**config.mk**
```make
export PLATFORM = sky130hd
export DESIGN_NAME = mem_arbiter_flat
export DESIGN_NICKNAME = d
export VERILOG_FILES = /design/src/rtl/mem_arbiter_pkg.sv /design/src/rtl/mem_arbiter_if.sv /design/src/rtl/mem_arbiter_arb_select.sv /design/src/rtl/mem_arbiter.sv /design/src/flat_wrapper.sv
export SDC_FILE = /design/constraint.sdc
export NUM_CORES = 1
export LEC_CHECK = 0
export ABC_AREA = 0
export CAP_MARGIN = 20
export CELL_PAD_IN_SITES_DETAIL_PLACEMENT = 1
export CELL_PAD_IN_SITES_GLOBAL_PLACEMENT = 1
export CORE_ASPECT_RATIO = 1.25
export CORE_MARGIN = 4
export CORE_UTILIZATION = 25
export DETAILED_ROUTE_END_ITERATION = 10
export PLACE_DENSITY_LB_ADDON = 0.12
export SYNTH_ARGS = -nofsm -noshare
export SYNTH_HDL_FRONTEND = slang
export SYNTH_SLANG_ARGS = --single-unit
```
**constraint.sdc**
```tcl
create_clock -name clk -period 2.8 [get_ports clk]
set_input_delay 0.42 -clock clk [delete_from_list [all_inputs] [get_ports clk]]
set_output_delay 0.42 -clock clk [all_outputs]
set_load 0.005 [all_outputs]
```
**src/rtl/mem_arbiter_pkg.sv**
```systemverilog
// Shared types for the two-requester memory arbiter: FSM state and latched request.
package mem_arbiter_pkg;

  localparam int unsigned ADDR_WIDTH = 16;
  localparam int unsigned DATA_WIDTH = 16;
  localparam int unsigned BE_WIDTH   = 2;

  typedef enum logic [1:0] {
    IDLE    = 2'd0,
    SERVE_I = 2'd1,
    SERVE_D = 2'd2
  } lc3b_arb_state;

  typedef struct packed {
    logic                  read;
    logic                  write;
    logic [ADDR_WIDTH-1:0] address;
    logic [DATA_WIDTH-1:0] wdata;
    logic [BE_WIDTH-1:0]   byte_enable;
  } lc3b_mem_req;

  // A side asserting both read and write is serviced as a write.
  function automatic lc3b_mem_req make_req(
    input logic                  rd,
    input logic                  wr,
    input logic [ADDR_WIDTH-1:0] addr,
    input logic [DATA_WIDTH-1:0] wdata,
    input logic [BE_WIDTH-1:0]   be
  );
    lc3b_mem_req req;
    req.read        = rd & ~wr;
    req.write       = wr;
    req.address     = addr;
    req.wdata       = wdata;
    req.byte_enable = be;
    return req;
  endfunction

endpackage

```
**src/rtl/mem_arbiter_if.sv**
```systemverilog
// Single-word memory port: requester drives strobes/address/data, responder returns resp/rdata.
interface mem_arbiter_if;
  import mem_arbiter_pkg::*;

  logic                  read;
  logic                  write;
  logic [ADDR_WIDTH-1:0] address;
  logic [DATA_WIDTH-1:0] wdata;
  logic [BE_WIDTH-1:0]   byte_enable;
  logic                  resp;
  logic [DATA_WIDTH-1:0] rdata;

  modport master (
    output read, write, address, wdata, byte_enable,
    input  resp, rdata
  );

  modport slave (
    input  read, write, address, wdata, byte_enable,
    output resp, rdata
  );

endinterface

```
**src/rtl/mem_arbiter_arb_select.sv**
```systemverilog
// Grant policy: fixed D-over-I by default; MEM_ARBITER_RR_EN alternates on contention.
module mem_arbiter_arb_select (
  input  logic i_req_i,
  input  logic i_req_d,
`ifdef MEM_ARBITER_RR_EN
  input  logic i_last_grant_d,
`endif
  output logic o_grant_i_c,
  output logic o_grant_d_c
);

  always_comb begin
    o_grant_d_c = i_req_d;
    o_grant_i_c = i_req_i & ~i_req_d;
`ifdef MEM_ARBITER_RR_EN
    // On contention, the side that did not win last time goes first.
    if (i_req_i && i_req_d) begin
      o_grant_d_c = ~i_last_grant_d;
      o_grant_i_c = i_last_grant_d;
    end
`endif
  end

endmodule

```
**src/rtl/mem_arbiter.sv**
```systemverilog
// Serialises instruction- and data-side memory ports onto one physical port, one word at a time.
// Define MEM_ARBITER_RR_EN for round-robin arbitration instead of fixed D-over-I priority.
module mem_arbiter
  import mem_arbiter_pkg::*;
(
  input  logic          clk,
  input  logic          reset,
  mem_arbiter_if.slave  i_mem,
  mem_arbiter_if.slave  d_mem,
  mem_arbiter_if.master pmem
);

  lc3b_arb_state r_state;
  lc3b_mem_req   r_req;
  logic          w_req_i;
  logic          w_req_d;
  logic          w_grant_i;
  logic          w_grant_d;

  assign w_req_i = i_mem.read | i_mem.write;
  assign w_req_d = d_mem.read | d_mem.write;

`ifdef MEM_ARBITER_RR_EN
  logic r_last_grant_d;
`endif

  mem_arbiter_arb_select u_arb_select (
    .i_req_i        (w_req_i),
    .i_req_d        (w_req_d),
`ifdef MEM_ARBITER_RR_EN
    .i_last_grant_d (r_last_grant_d),
`endif
    .o_grant_i_c    (w_grant_i),
    .o_grant_d_c    (w_grant_d)
  );

  // Grant FSM; the physical port is driven only from the request latched at grant.
  always_ff @(posedge clk or posedge reset) begin
    if (reset) begin
      r_state <= IDLE;
      r_req   <= '0;
`ifdef MEM_ARBITER_RR_EN
      r_last_grant_d <= 1'b0;
`endif
    end else begin
      case (r_state)
        IDLE: begin
          if (w_grant_d) begin
            r_req   <= make_req(d_mem.read, d_mem.write, d_mem.address,
                                d_mem.wdata, d_mem.byte_enable);
            r_state <= SERVE_D;
`ifdef MEM_ARBITER_RR_EN
            r_last_grant_d <= 1'b1;
`endif
          end else if (w_grant_i) begin
            r_req   <= make_req(i_mem.read, i_mem.write, i_mem.address,
                                i_mem.wdata, i_mem.byte_enable);
            r_state <= SERVE_I;
`ifdef MEM_ARBITER_RR_EN
            r_last_grant_d <= 1'b0;
`endif
          end
        end
        SERVE_I, SERVE_D: begin
          if (pmem.resp) begin
            r_state     <= IDLE;
            r_req.read  <= 1'b0;
            r_req.write <= 1'b0;
          end
        end
        default: r_state <= IDLE;
      endcase
    end
  end

  assign pmem.read        = r_req.read;
  assign pmem.write       = r_req.write;
  assign pmem.address     = r_req.address;
  assign pmem.wdata       = r_req.wdata;
  assign pmem.byte_enable = r_req.byte_enable;

  // Completion is forwarded only to the granted side; pmem_resp while IDLE is dropped.
  assign i_mem.resp  = (r_state == SERVE_I) & pmem.resp;
  assign d_mem.resp  = (r_state == SERVE_D) & pmem.resp;
  assign i_mem.rdata = pmem.rdata;
  assign d_mem.rdata = pmem.rdata;

endmodule

```
**src/flat_wrapper.sv**
```systemverilog
// flat-port wrapper written by rule: the top's interface ports become plain ports
module mem_arbiter_flat import mem_arbiter_pkg::*;
  (clk, reset, i_mem_read, i_mem_write, i_mem_address, i_mem_wdata, i_mem_byte_enable, i_mem_resp, i_mem_rdata, d_mem_read, d_mem_write, d_mem_address, d_mem_wdata, d_mem_byte_enable, d_mem_resp, d_mem_rdata, pmem_read, pmem_write, pmem_address, pmem_wdata, pmem_byte_enable, pmem_resp, pmem_rdata);
  mem_arbiter_if i_mem_i ();
  mem_arbiter_if d_mem_i ();
  mem_arbiter_if pmem_i ();
  input  logic clk;
  input  logic reset;
  input wire logic [$bits(i_mem_i.read)-1:0] i_mem_read;
  input wire logic [$bits(i_mem_i.write)-1:0] i_mem_write;
  input wire logic [$bits(i_mem_i.address)-1:0] i_mem_address;
  input wire logic [$bits(i_mem_i.wdata)-1:0] i_mem_wdata;
  input wire logic [$bits(i_mem_i.byte_enable)-1:0] i_mem_byte_enable;
  output wire logic [$bits(i_mem_i.resp)-1:0] i_mem_resp;
  output wire logic [$bits(i_mem_i.rdata)-1:0] i_mem_rdata;
  input wire logic [$bits(d_mem_i.read)-1:0] d_mem_read;
  input wire logic [$bits(d_mem_i.write)-1:0] d_mem_write;
  input wire logic [$bits(d_mem_i.address)-1:0] d_mem_address;
  input wire logic [$bits(d_mem_i.wdata)-1:0] d_mem_wdata;
  input wire logic [$bits(d_mem_i.byte_enable)-1:0] d_mem_byte_enable;
  output wire logic [$bits(d_mem_i.resp)-1:0] d_mem_resp;
  output wire logic [$bits(d_mem_i.rdata)-1:0] d_mem_rdata;
  output wire logic [$bits(pmem_i.read)-1:0] pmem_read;
  output wire logic [$bits(pmem_i.write)-1:0] pmem_write;
  output wire logic [$bits(pmem_i.address)-1:0] pmem_address;
  output wire logic [$bits(pmem_i.wdata)-1:0] pmem_wdata;
  output wire logic [$bits(pmem_i.byte_enable)-1:0] pmem_byte_enable;
  input wire logic [$bits(pmem_i.resp)-1:0] pmem_resp;
  input wire logic [$bits(pmem_i.rdata)-1:0] pmem_rdata;
  assign i_mem_i.read = i_mem_read;
  assign i_mem_i.write = i_mem_write;
  assign i_mem_i.address = i_mem_address;
  assign i_mem_i.wdata = i_mem_wdata;
  assign i_mem_i.byte_enable = i_mem_byte_enable;
  assign i_mem_resp = i_mem_i.resp;
  assign i_mem_rdata = i_mem_i.rdata;
  assign d_mem_i.read = d_mem_read;
  assign d_mem_i.write = d_mem_write;
  assign d_mem_i.address = d_mem_address;
  assign d_mem_i.wdata = d_mem_wdata;
  assign d_mem_i.byte_enable = d_mem_byte_enable;
  assign d_mem_resp = d_mem_i.resp;
  assign d_mem_rdata = d_mem_i.rdata;
  assign pmem_read = pmem_i.read;
  assign pmem_write = pmem_i.write;
  assign pmem_address = pmem_i.address;
  assign pmem_wdata = pmem_i.wdata;
  assign pmem_byte_enable = pmem_i.byte_enable;
  assign pmem_i.resp = pmem_resp;
  assign pmem_i.rdata = pmem_rdata;
  mem_arbiter u_core (.clk(clk), .reset(reset), .i_mem(i_mem_i), .d_mem(d_mem_i), .pmem(pmem_i));
endmodule
```
[Word-level counts from Yosys, hierarchy flattened]
Cells that the tools add are included.
Storage, ports and cells
  register bits: 38
  input port bits: 91
  output and inout port bits: 70
  word-level logic and storage cells: 34
Operators by class
  eq/ne operators: 4
  mux-type cells: 7
  bitwise operators: 10
  reduce and logical (&&, ||, !) cells: 7
Operator list (count)
  36-bit 2-to-1 mux: 2
  2-bit case mux with 2 select lines: 2
  2-bit 2-to-1 mux: 3
  1-bit bitwise AND: 5
  2-bit AND reduction: 2
  2-bit nonzero test: 2
  3-bit inequality test, second input constant: 1
  1-bit NOT: 3
  3-bit AND reduction: 1
  2-bit by 1-bit == test with 1-bit output, second input constant: 1
  2-bit == test, second input constant: 1
  2-bit zero test: 1
  2-bit inequality test, second input constant: 1
  1-bit bitwise OR: 2
  2-bit OR reduction: 1

[Depth between registers and ports, before layout]
  depth in word-level cells: 6
  depth in mapped cells: 7
  mapped depth without buffers: 5

[Hierarchy]
A second synthesis with hierarchy kept.
Unflattened totals
  cells, all modules: 214
  area total of the unflattened synthesis: 2110.8 sq um
By module, submodules not included
  mem_arbiter: times used 1, cells an instance 212, area an instance 2089.5 sq um, sequential area each 950.9 sq um
  mem_arbiter_arb_select: times used 1, cells an instance 2, area an instance 21.3 sq um, sequential area each 0.0 sq um

[Least setup slack after synthesis]
OpenSTA, ideal clock, no wires.
  path kind: register -> register
  from: reg u_core.r_state[0]
  to: reg u_core.r_state[1]
  setup time: 78 ps
  arrival time: 1354 ps
  data required time: 2722 ps
  slack: 1368 ps
  stages on the path, launching flop included: 6
  period minus slack after synthesis: 1432 ps
  cell sequence: dfrtp_1 > inv_1 > ha_1 > nand2b_1 > o41ai_1 > o2bb2ai_1
On the way
  word-level cells in the longest chain between the ends: 4
  elaborated cells on any way between the ends: 8
RTL lines
  start, declared: line mem_arbiter.sv:13  | lc3b_arb_state r_state;
  start signal, assigned: line mem_arbiter.sv:40  | r_state <= IDLE;
  start signal, assigned: line mem_arbiter.sv:51  | r_state <= SERVE_D;
  start signal, assigned: line mem_arbiter.sv:58  | r_state <= SERVE_I;
  2-bit == test or 2-bit by 1-bit == test with 1-bit output (tied branches): line mem_arbiter.sv:46  | case (r_state)
  2-bit OR reduction: line mem_arbiter.sv:46
  2-bit inequality test (no source line)
  2-bit AND reduction (no source line)
Several ways; a longest one is shown, not always the timed one.
A chain may end at the register's enable or synchronous reset.

[Worst setup path after layout]
  from: in pmem_resp
  to: out i_mem_resp
On the way
  word-level cells in the longest chain between the ends: 1
RTL lines
  start, declared: line flat_wrapper.sv:28  | input wire logic [$bits(pmem_i.resp)-1:0] pmem_resp;
  1-bit bitwise AND: line mem_arbiter.sv:83  | assign i_mem.resp = (r_state == SERVE_I) & pmem.resp;
  end, declared: line flat_wrapper.sv:14  | output wire logic [$bits(i_mem_i.resp)-1:0] i_mem_resp;
Every way passes these cells.

==> results.json <==
{
  "power.share.combinational_pct": 49.6,
  "peakVddDrop_v": 0.000293,
  "path_cells": "clkdlybuf4s50_1, and2_1, clkdlybuf4s50_1",
  "startpoint_type": "input port",
  "clk_pin_slew_ps": 70,
  "skew_ps": 2.44,
  "timing.rr.start": "u_core.r_state[0]$_DFFE_PP0P_",
  "pre_cts_ws_ps": 691,
  "synth_cells": 209,
  "drc": 0,
  "fp.dieArea_um2": 9990,
  "timing.rr.end": "u_core.pmem.write$_DFFE_PP0P_",
  "crit_start": "pmem_resp",
  "pwr-share-clk_pct": 13.3,
  "grt.busiest_layer": "met2",
  "core_um2": 8240,
  "overflow": 0,
  "die_w_um": 90.2,
  "setup_violations": 0,
  "n_fill_cell": 932,
  "setup_tns_ps": 0,
  "grt_pass1_vias": 1874,
  "status": "complete, no violations",
  "cts.sinks": 38,
  "antenna_found_initial": 0,
  "worstSetupEndpointType": "primary output",
  "crit_type": "in -> out",
  "critical_path_arrival_ps": 1560,
  "drive_above_1_share_pct": 4.48,
  "post_cts_buffers": 0,
  "vias": 1700,
  "synth_area_leaders": "dfrtp_1 45%, mux2i_1 16%, buf_4 13%",
  "final_cell_mix": "112 x clkdlybuf4s50_1, 38 x dfrtp_1, 36 x nand2_1",
  "p_per_area_nw_per_um2": 827,
  "use_met3_pct": 4.21,
  "gp_congestion": 0.702,
  "cpPeakStageDelay_ps": 510,
  "rows": 37,
  "reg2reg_depth": 5,
  "maxCapViolations": 0,
  "hold_viol": 0,
  "die_h_um": 111,
  "use_met1_pct": 11.5,
  "worstMarginPinSlew_ps": 601,
  "internal-power_mw": 1.75,
  "synth-seq-cells": 38,
  "p_sw_mw": 0.862,
  "ff2ff_setup_slack_ps": 1070,
  "cts_root_buf": "clkbuf_8",
  "synth-seq-area-share_pct": 45.1,
  "syn_nets": 303,
  "yosysTopAreaCellShare_pct": 45.1,
  "worst-path-stages": 3,
  "syn_area_per_cell_um2": 10.1,
  "grtUsageMet2_pct": 21.8,
  "ctsResizeCount": 0,
  "cts_buffers": 5,
  "clock_path_buffers": 2,
  "rsz0062_at_grt": "no",
  "cts_tree": "done",
  "synth_cell_type_count": 22,
  "worstPathRequired_ps": 2380,
  "slew_headroom_pct": 59.4,
  "path_common_cell": "clkdlybuf4s50_1",
  "viasPerCell": 4.39,
  "initial_core_util_pct": 25.6,
  "insertion_delay_ps": 280,
  "wl_per_cell_um": 14.5,
  "syn_area_um2": 2110,
  "hold_class": "reg -> reg",
  "grt_usage_pct": 11.6,
  "critPathCapture": "i_mem_resp",
  "drtIter0Drc": 35,
  "power_frac_seq_pct": 37.1,
  "fin_crit_ps": 1980,
  "dp_hpwl_um": 4450,
  "synthToLayoutAreaGrowth_pct": 49.6,
  "min_period_over_period_pct": 70.7,
  "num_antenna_cells": 0,
  "cpLargestDelayFamily": "buffers and inverters",
  "ant_nets": 0,
  "cts.htree.levels": 2,
  "drt-pass1-iter-count": 4,
  "grt_pass1_wl_um": 9320,
  "mostFrequentLayoutCell": "clkdlybuf4s50_1",
  "crit_slowest_cell": "clkdlybuf4s50_1",
  "fin_nets": 384,
  "path_max_fanout": 4,
  "worst_slack_ps": 821,
  "yosys_warnings": 0,
  "drv_slew": 0,
  "yosys.area.top_type": "dfrtp_1",
  "fmax_ghz": 0.505,
  "total_power_mw": 2.61,
  "numPortBuffers": 112,
  "grt_max_degree": 43,
  "routed_wirelength_um": 5610,
  "power.leakage_nw": 1.29,
  "hold_buffers": 0,
  "timing.critical_path.buf_inv": 2,
  "swShare_pct": 33.0,
  "io_pins": 161
}
[state kept, by name, summed over array words and instances (netlist names)]
register / flops
u_core.pmem.address: 16
u_core.pmem.byte_enable: 2
u_core.pmem.read: 1
u_core.pmem.wdata: 16
u_core.pmem.write: 1
u_core.r_state: 2
[area by class of cell]
| type | instances | area, um^2 | area share [%] |
|---|---|---|---|
| flip-flops and latches | 38 | 951 | 30.1 |
| inverters | 4 | 15.0 | 0.475 |
| multi-input cells | 124 | 836 | 26.5 |
| clock buffers | 7 | 76.3 | 2.42 |
| repair buffers | 117 | 1160 | 36.7 |
| well taps | 97 | 121 | 3.84 |
[kinds of logic (layout without fill, tap and decap cells)]
| family | count (synthesis) | count (layout) | share of synthesized area, % |
|---|---|---|---|
| adder cells (fa/ha/maj) | 3 | 3 | 1.78 |
| multiplexers | 35 | 35 | 16.7 |
| AND/OR/NAND/NOR | 42 | 42 | 8.42 |
| flip-flops | 38 | 38 | 45.1 |
| AO/OA/AOI/OAI | 44 | 44 | 12.7 |
| buffers and inverters | 47 | 128 | 15.4 |
[power groups by stage]
stage	registers (mW)	logic (mW)	clock network (mW)
2_1_floorplan	0.992	0.572	0
3_3_place_gp	0.972	1.32	0
3_5_place_dp	0.985	1.34	0
4_1_cts	0.979	1.34	0.372
5_1_grt	1.02	1.45	0.390
6_report	0.970	1.30	0.347
[synthesized netlist by cell type]
cell and count:
a211oi_1 1, o41ai_1 2, nand2_1 36, clkbuf_1 2, a21o_1 1, inv_1 4, nand2b_1 3, buf_4 36
buf_6 1, mux2_2 1, o21bai_1 1, o41ai_4 1, and2_1 2, o21ai_0 32, a21oi_1 1, buf_2 4
nor2_4 1, ha_1 3, mux2i_1 34, o21ai_1 2, o2bb2ai_1 3, dfrtp_1 38
[routing by layer]
metal  routed length (um)  share of wire, %  vias to the layer above
met4                   91               1.6                        0
met2                 3060                55                       62
met3                  451               8.0                        9
met1                 2010                36                      793
li1                     -                 -                      836
met5                    0                 0                        -
[per-stage QoR]
step	instances	cell area (um^2)	util (%)	hold slack [ps]
3_3_place_gp	380	3080	37.4	461
4_1_cts	387	3160	38.3	485
2_1_floorplan	209	2110	-	470
3_5_place_dp	380	3080	37.4	469
6_report	387	3160	38.3	479
5_1_grt	387	3160	38.3	502
[worst register-to-register path: stages, from the launching register on]
cell and delay, ps:
dfrtp_1 410, inv_1 90, ha_1 300, nand2b_1 150, o41ai_1 530, o2bb2ai_1 180
[worst min-delay path by stage]
stage	cells after the start	start	slack (ps)	endpoint
2_1_floorplan	2	u_core.pmem.byte_enable[0]$_DFFE_PP0P_	470	u_core.pmem.byte_enable[0]$_DFFE_PP0P_
3_3_place_gp	2	u_core.pmem.wdata[0]$_DFFE_PP0P_	460	u_core.pmem.wdata[0]$_DFFE_PP0P_
3_5_place_dp	2	u_core.pmem.address[6]$_DFFE_PP0P_	470	u_core.pmem.address[6]$_DFFE_PP0P_
4_1_cts	2	u_core.pmem.address[6]$_DFFE_PP0P_	490	u_core.pmem.address[6]$_DFFE_PP0P_
5_1_grt	2	u_core.pmem.address[10]$_DFFE_PP0P_	500	u_core.pmem.address[10]$_DFFE_PP0P_
6_report	2	u_core.pmem.address[10]$_DFFE_PP0P_	480	u_core.pmem.address[10]$_DFFE_PP0P_
No activity file was read; power rests on OpenSTA's default activity.
